--- src/rtl/mem_port_arbiter_if.sv ---
// Bundle of requester handshakes and the RAM port for mem_port_arbiter.
// slave is the arbiter side, master is the requester/RAM side.
interface mem_port_arbiter_if #(
  parameter int ADDR_W = 16,
  parameter int DATA_W = 16
);
  logic              if_req;
  logic [ADDR_W-1:0] if_addr;
  logic              if_ack;
  logic [DATA_W-1:0] if_rdata;

  logic              ls_req;
  logic              ls_we;
  logic [ADDR_W-1:0] ls_addr;
  logic [DATA_W-1:0] ls_wdata;
  logic              ls_ack;
  logic [DATA_W-1:0] ls_rdata;

  logic              mem_en;
  logic              mem_we;
  logic [ADDR_W-1:0] mem_addr;
  logic [DATA_W-1:0] mem_wdata;
  logic [DATA_W-1:0] mem_rdata;

  logic              busy;

  modport slave (
    input  if_req, if_addr, ls_req, ls_we, ls_addr, ls_wdata, mem_rdata,
    output if_ack, if_rdata, ls_ack, ls_rdata,
           mem_en, mem_we, mem_addr, mem_wdata, busy
  );

  modport master (
    output if_req, if_addr, ls_req, ls_we, ls_addr, ls_wdata, mem_rdata,
    input  if_ack, if_rdata, ls_ack, ls_rdata,
           mem_en, mem_we, mem_addr, mem_wdata, busy
  );
endinterface

--- src/rtl/mem_port_arbiter.sv ---
// Arbitrates the fetch (IF) and load/store (LS) paths onto one synchronous RAM port.
// Every output is a register loaded from next-state values computed in one comb block.
module mem_port_arbiter #(
  parameter int ADDR_W       = 16,
  parameter int DATA_W       = 16,
  parameter int READ_LATENCY = 1,
  parameter int FIXED_PRIO   = 0
) (
  input logic               clk,
  input logic               reset,
  mem_port_arbiter_if.slave bus
);

  localparam int CNT_W = 2;

  typedef enum logic [1:0] {S_IDLE, S_ACCESS, S_WAIT, S_DONE} state_t;

  state_t            state_q, state_n;
  logic              grant_ls_q, grant_ls_n;
  logic              last_ls_q, last_ls_n;
  logic [CNT_W-1:0]  cnt_q, cnt_n;
  logic              mem_en_q, mem_en_n;
  logic              mem_we_q, mem_we_n;
  logic [ADDR_W-1:0] mem_addr_q, mem_addr_n;
  logic [DATA_W-1:0] mem_wdata_q, mem_wdata_n;
  logic              if_ack_q, if_ack_n;
  logic              ls_ack_q, ls_ack_n;
  logic [DATA_W-1:0] if_rdata_q, if_rdata_n;
  logic [DATA_W-1:0] ls_rdata_q, ls_rdata_n;
  logic              busy_q, busy_n;
  logic              pick_ls;

  always_ff @(posedge clk or negedge reset) begin
    if (!reset) begin
      state_q     <= S_IDLE;
      grant_ls_q  <= 1'b0;
      last_ls_q   <= 1'b0;
      cnt_q       <= '0;
      mem_en_q    <= 1'b0;
      mem_we_q    <= 1'b0;
      mem_addr_q  <= '0;
      mem_wdata_q <= '0;
      if_ack_q    <= 1'b0;
      ls_ack_q    <= 1'b0;
      if_rdata_q  <= '0;
      ls_rdata_q  <= '0;
      busy_q      <= 1'b0;
    end else begin
      state_q     <= state_n;
      grant_ls_q  <= grant_ls_n;
      last_ls_q   <= last_ls_n;
      cnt_q       <= cnt_n;
      mem_en_q    <= mem_en_n;
      mem_we_q    <= mem_we_n;
      mem_addr_q  <= mem_addr_n;
      mem_wdata_q <= mem_wdata_n;
      if_ack_q    <= if_ack_n;
      ls_ack_q    <= ls_ack_n;
      if_rdata_q  <= if_rdata_n;
      ls_rdata_q  <= ls_rdata_n;
      busy_q      <= busy_n;
    end
  end

  // On contention LS wins if fixed priority, or if IF had the previous grant.
  assign pick_ls = bus.ls_req && (!bus.if_req || (FIXED_PRIO != 0) || !last_ls_q);

  always_comb begin
    state_n     = state_q;
    grant_ls_n  = grant_ls_q;
    last_ls_n   = last_ls_q;
    cnt_n       = cnt_q;
    mem_en_n    = mem_en_q;
    mem_we_n    = mem_we_q;
    mem_addr_n  = mem_addr_q;
    mem_wdata_n = mem_wdata_q;
    if_ack_n    = 1'b0;
    ls_ack_n    = 1'b0;
    if_rdata_n  = if_rdata_q;
    ls_rdata_n  = ls_rdata_q;

    unique case (state_q)
      S_IDLE: begin
        if (bus.if_req || bus.ls_req) begin
          grant_ls_n  = pick_ls;
          last_ls_n   = pick_ls;
          mem_en_n    = 1'b1;
          mem_we_n    = pick_ls && bus.ls_we;
          mem_addr_n  = pick_ls ? bus.ls_addr : bus.if_addr;
          mem_wdata_n = pick_ls ? bus.ls_wdata : '0;
          state_n     = S_ACCESS;
        end
      end
      S_ACCESS: begin
        mem_en_n = 1'b0;
        mem_we_n = 1'b0;
        if (mem_we_q) begin
          ls_ack_n = grant_ls_q;
          if_ack_n = !grant_ls_q;
          state_n  = S_DONE;
        end else begin
          cnt_n   = CNT_W'(READ_LATENCY - 1);
          state_n = S_WAIT;
        end
      end
      S_WAIT: begin
        if (cnt_q == '0) begin
          if (grant_ls_q) ls_rdata_n = bus.mem_rdata;
          else            if_rdata_n = bus.mem_rdata;
          ls_ack_n = grant_ls_q;
          if_ack_n = !grant_ls_q;
          state_n  = S_DONE;
        end else begin
          cnt_n = cnt_q - CNT_W'(1);
        end
      end
      S_DONE: state_n = S_IDLE;
      default: state_n = S_IDLE;
    endcase

    busy_n = (state_n != S_IDLE);
  end

  assign bus.if_ack    = if_ack_q;
  assign bus.ls_ack    = ls_ack_q;
  assign bus.if_rdata  = if_rdata_q;
  assign bus.ls_rdata  = ls_rdata_q;
  assign bus.mem_en    = mem_en_q;
  assign bus.mem_we    = mem_we_q;
  assign bus.mem_addr  = mem_addr_q;
  assign bus.mem_wdata = mem_wdata_q;
  assign bus.busy      = busy_q;

endmodule
--- src/flat_wrapper.sv ---
// flat-port wrapper written by rule: the top's interface ports become plain ports
module mem_port_arbiter_flat 
#(
  parameter int ADDR_W       = 16,
  parameter int DATA_W       = 16,
  parameter int READ_LATENCY = 1,
  parameter int FIXED_PRIO   = 0
)
  (clk, reset, bus_if_req, bus_if_addr, bus_ls_req, bus_ls_we, bus_ls_addr, bus_ls_wdata, bus_mem_rdata, bus_if_ack, bus_if_rdata, bus_ls_ack, bus_ls_rdata, bus_mem_en, bus_mem_we, bus_mem_addr, bus_mem_wdata, bus_busy);
  mem_port_arbiter_if #(.ADDR_W(ADDR_W), .DATA_W(DATA_W)) bus_i ();
  input logic clk;
  input logic reset;
  input wire logic [$bits(bus_i.if_req)-1:0] bus_if_req;
  input wire logic [$bits(bus_i.if_addr)-1:0] bus_if_addr;
  input wire logic [$bits(bus_i.ls_req)-1:0] bus_ls_req;
  input wire logic [$bits(bus_i.ls_we)-1:0] bus_ls_we;
  input wire logic [$bits(bus_i.ls_addr)-1:0] bus_ls_addr;
  input wire logic [$bits(bus_i.ls_wdata)-1:0] bus_ls_wdata;
  input wire logic [$bits(bus_i.mem_rdata)-1:0] bus_mem_rdata;
  output wire logic [$bits(bus_i.if_ack)-1:0] bus_if_ack;
  output wire logic [$bits(bus_i.if_rdata)-1:0] bus_if_rdata;
  output wire logic [$bits(bus_i.ls_ack)-1:0] bus_ls_ack;
  output wire logic [$bits(bus_i.ls_rdata)-1:0] bus_ls_rdata;
  output wire logic [$bits(bus_i.mem_en)-1:0] bus_mem_en;
  output wire logic [$bits(bus_i.mem_we)-1:0] bus_mem_we;
  output wire logic [$bits(bus_i.mem_addr)-1:0] bus_mem_addr;
  output wire logic [$bits(bus_i.mem_wdata)-1:0] bus_mem_wdata;
  output wire logic [$bits(bus_i.busy)-1:0] bus_busy;
  assign bus_i.if_req = bus_if_req;
  assign bus_i.if_addr = bus_if_addr;
  assign bus_i.ls_req = bus_ls_req;
  assign bus_i.ls_we = bus_ls_we;
  assign bus_i.ls_addr = bus_ls_addr;
  assign bus_i.ls_wdata = bus_ls_wdata;
  assign bus_i.mem_rdata = bus_mem_rdata;
  assign bus_if_ack = bus_i.if_ack;
  assign bus_if_rdata = bus_i.if_rdata;
  assign bus_ls_ack = bus_i.ls_ack;
  assign bus_ls_rdata = bus_i.ls_rdata;
  assign bus_mem_en = bus_i.mem_en;
  assign bus_mem_we = bus_i.mem_we;
  assign bus_mem_addr = bus_i.mem_addr;
  assign bus_mem_wdata = bus_i.mem_wdata;
  assign bus_busy = bus_i.busy;
  mem_port_arbiter #(.ADDR_W(ADDR_W), .DATA_W(DATA_W), .READ_LATENCY(READ_LATENCY), .FIXED_PRIO(FIXED_PRIO)) u_core (.clk(clk), .reset(reset), .bus(bus_i));
endmodule
--- config.mk ---
export PLATFORM = sky130hd
export DESIGN_NAME = mem_port_arbiter_flat
export DESIGN_NICKNAME = d
export VERILOG_FILES = /design/src/rtl/mem_port_arbiter_if.sv /design/src/rtl/mem_port_arbiter.sv /design/src/flat_wrapper.sv
export SDC_FILE = /design/constraint.sdc
export NUM_CORES = 1
export LEC_CHECK = 0
export BUFFER_PORTS_ARGS = -buffer_cell sky130_fd_sc_hd__buf_2
export CAP_MARGIN = 15
export CORE_MARGIN = 10
export CORE_UTILIZATION = 47
export DETAILED_ROUTE_END_ITERATION = 12
export GPL_TIMING_DRIVEN = 1
export PLACE_DENSITY = 0.86
export SETUP_SLACK_MARGIN = 0.3
export SLEW_MARGIN = 10
export SYNTH_ARGS = -nofsm -noshare
export SYNTH_HDL_FRONTEND = slang
export SYNTH_SLANG_ARGS = --single-unit
--- constraint.sdc ---
create_clock -name clk -period 2.07 [get_ports clk]
set_input_delay 0.414 -clock clk [delete_from_list [all_inputs] [get_ports clk]]
set_output_delay 0.414 -clock clk [all_outputs]
set_load 0.02 [all_outputs]
==> results by stage <==
Synth:
- Yosys printed 0 warnings.
- Synthesis handed over a netlist of roughly 240 instances.
- The average cell area after synthesis is about 13 um^2.
- In this run the cell area of the synthesized design comes to just over 3000 um^2.
- The synthesized netlist contains 29 unique library cells.
- The number of nets handed over by synthesis was 316.
- The flip-flop cell with the highest count after synthesis is dfrtp_1.
- In the synthesized netlist the async set-or-reset flop fraction comes to 1.00.
- The synthesized design contains 74 register bits.
- The number of synthesized flops with an enable pin is 0.
- The share of the Yosys chip area taken by registers is 0.612.

Detailed routing:
- The detailed-route via count is 2383.
- The average routed wire per standard cell is ~17 um.
- The total wirelength of the detailed-routed design is roughly 8100 um.
- In the routed layout, each cell is associated on average with a via count of 5.15.
- The count of unresolved DRC violations after routing is 0.
- In this run, the number of DRC markers left after iteration 0 of detailed routing was 43.
- The remaining antenna violation count after routing is 0.
- The detailed-router iteration count before antenna repair is 4.

STA:
- In this run the tightest slew margin relative to its limit is 0.667.
- For the finished layout, the period the worst path requires is 1.63 ns.
- Setup repair after global routing left no endpoint under its margin.
- The slack of the critical path is about 0.44 ns.
- Dividing the final minimum period by the clock period gives 0.789.
- The count of final hold-check violations is 0.
- The achievable clock frequency is between 600 and 700 MHz.
- After routing, the total negative slack on setup checks comes to 0 ns.
- The worst-case clock skew is between 0.007 and 0.008 ns.
- At the pin with the least slew margin, the transition time is roughly 0.50 ns.
- Setup violations remaining at the end of the flow were counted as 0.
- The max-slew violation count is 0.

Setup path:
- The kind of start point of the critical path is a register.
- Measured in cells, the most critical reg-to-reg path has a length of 5.
- The arrival time of data at the critical path endpoint is about 1.9 ns.
- STA classifies the critical path endpoint as a register.
- For this run, the slowest stage of the critical path takes roughly 0.42 ns.
- The signal on the critical path passes through inv_1, ha_1, o21ai_4, buf_6, a22o_1.
- The biggest fanout along the worst timing path is 21.
- The required time reported for the critical path endpoint is between 2 and 2.5 ns.
- The end of the worst register-to-register path is u_core.bus.mem_wdata[10]$_DFFE_PN0P_.
- The worst reg-to-reg setup slack is between 0.4 and 0.5 ns.
- The kind of critical path is reg2reg.
- The worst register-to-register path begins at u_core.state_q[0]$_DFF_PN0_.
- The slowest stage cell on the critical path is dfrtp_1.
- Tracing the worst setup path back leads to its startpoint at u_core.state_q[0]$_DFF_PN0_.

Cells and area:
- The number of standard cells in the layout, taps in and fillers out is 463.
- Leaving out fill and tap cells, the most frequent cell in the layout is buf_2.
- The relative area change from synthesis to final layout is 33.4%.
- In the final layout, the multi-input gates occupy around 1100 um^2.
- For this run, the share of the core covered by cells in the final layout is 0.640.
- In the layout the commonest cells are 136 x buf_2, 74 x dfrtp_1, 33 x mux2_2, 33 x a21oi_1, 21 x nand2_1.
- The share of post-route cells with drive strength above 1 is 0.512.
- The layout net count is 454.
- Summing all flip-flop and latch instances after layout gives about 1900 um^2.
- The number of fillers in the final layout is roughly 510.

GRT:
- The largest net degree at the start of global routing is 40.
- The number of global-route vias before repair is roughly 2600.
- The wire length of the first global-routing pass is between 10000 and 15000 um.
- Across every metal layer, demand over resource in global routing totals 0.158.
- The initial antenna violation count is 0.
- The aggregate global routing overflow is 0.

Power and ir drop:
- VDD sags by at most 0.000929 V.
- In this run the power density over the cells is ~1800 nW/um^2.
- The design draws approximately 0.0073 W.
- For this design the static power due to leakage is ~2.0 nW.

Place:
- The count of buffers added on input and output ports is 137.
- The setup slack after placement is around 0.23 ns.
- The routability-driven placement congestion ratio is about 0.76.
- Detailed placement ended at an HPWL of 6210 um.
- In this run, placement finished with an instance count of roughly 450.

Floorplanning:
- 138 I/O pins were placed.
- The width of the chip is between 100 and 150 um.
- Measured along the y axis, the die boundary spans roughly 100 um.
- The core outline area is between 6000 and 7000 um^2.
- The initial utilization of the core area, before any placement, comes to 0.480.
- The total die area is roughly 10000 um^2.
- Row generation in the floorplan step produced 29 rows.

Clock tree:
- Buffers inserted during clock tree synthesis total 9.
- In this run the post-CTS setup repair buffer count came out at 0.
- The clock slew at the register clock pins of the worst setup and hold paths is roughly 0.080 ns.
- Once the clock tree was built, the resizer swapped 0 gates to a different size.
- The number of sinks handled by clock tree synthesis is between 70 and 80.
- TritonCTS built the clock tree.
- In this run the number of H-tree levels came out at 3.
- For this design, the CTS-stage hold fixing added 0 buffers.
- Counting along the longest clock path gives a buffer depth of 2.
- The clock root buffer is clkbuf_8.
- The clock latency of the later-clocked register in the worst-skew pair is 0.34 ns.

Flow run:
- Across the run, the number of max-cap violations was 0.

Min path:
- The kind of path behind the tightest hold check is in2async.

Status:
- The flow ran to the end, and the final reports show no timing, DRC or antenna violations.
==> metrics by stage <==
stage / hold WS [ns] / area (um^2)
final: 0.0292 / 4040
after global routing: 0.0495 / 4040
after CTS: 0.0335 / 4010
after detailed placement: 0.406 / 3770
after global placement: 0.403 / 3770
after floorplan: 0.118 / 3030
==> registers in the layout, summed over array words and instances, names as in the netlist, 2 cells and up <==
register,count
u_core.bus.if_rdata,16
u_core.bus.ls_rdata,16
u_core.bus.mem_wdata,16
u_core.cnt_q,2
u_core.state_q,2
u_core.bus.mem_addr,16
==> worst max-delay path: cells and delay by family (launching register included) <==
family	cells	cell delay, ns
AOI/OAI and AO/OA	2	0.43
adders and majority gates	1	0.33
buffers and inverters	2	0.33
DFF	1	0.42
==> power breakdown <==
part	total [W]	internal, W	switching, W
Combinational	0.00340	0.00136	0.00203
Clock	0.00134	0.000800	0.000541
Sequential	0.00256	0.00217	0.000386
==> how the worst max path moves through the flow <==
| stage | endpoint | slack, ns | depth (start not counted) |
|---|---|---|---|
| 2_1_floorplan | u_core.bus.if_rdata[10]$_DFFE_PN0P_ | 0.48 | 6 |
| 3_3_place_gp | u_core.bus.if_rdata[2]$_DFFE_PN0P_ | 0.29 | 4 |
| 3_5_place_dp | u_core.bus.if_rdata[0]$_DFFE_PN0P_ | 0.23 | 4 |
| 4_1_cts | u_core.bus.if_rdata[5]$_DFFE_PN0P_ | 0.21 | 4 |
| 5_1_grt | u_core.bus.mem_addr[11]$_DFFE_PN0P_ | 0.35 | 6 |
| 6_report | u_core.bus.mem_wdata[10]$_DFFE_PN0P_ | 0.44 | 5 |
==> synth_stat cells (2+ instances only) <==
master / instances / area [um^2]
nand2_1: 21 / 78.8
nand3_2: 2 / 20.0
buf_2: 8 / 40.0
dfrtp_1: 74 / 1850
clkbuf_1: 2 / 7.51
a211oi_1: 3 / 22.5
mux2i_1: 2 / 20.0
nand3_1: 2 / 10.0
a22o_1: 16 / 140
a21oi_1: 33 / 165
buf_8: 2 / 30.0
mux2_2: 33 / 372
nor2_1: 19 / 71.3
ha_1: 5 / 62.6
inv_1: 6 / 22.5
==> per-layer routing <==
layer  wire length (um)  up-vias  GRT usage
li1                   -     1133          -
met1               3060     1149      0.173
met2               4110       87      0.267
met3                737       14     0.0639
met4                136        0     0.0630
met5                  0        -          0
==> cell families after synthesis <==
group           count (synthesis)  synth area share
mux                            35             0.129
simple gates                   49            0.0715
compound gates                 60             0.131
buf+inv                        19            0.0355
fa+ha+maj                       5            0.0207
flops                          74             0.612
==> area by class of cell <==
| cell class | count | share of cell area |
|---|---|---|
| flip-flops and latches | 74 | 0.458 |
| multi-input cells | 149 | 0.272 |
| repair buffers | 140 | 0.180 |
| clock buffers | 9 | 0.0307 |
| clock inverters | 7 | 0.0288 |
| well taps | 77 | 0.0239 |
| inverters | 6 | 0.00558 |
| diodes | 1 | 0.000620 |
Note: power is estimated with default switching activity, not from simulation.
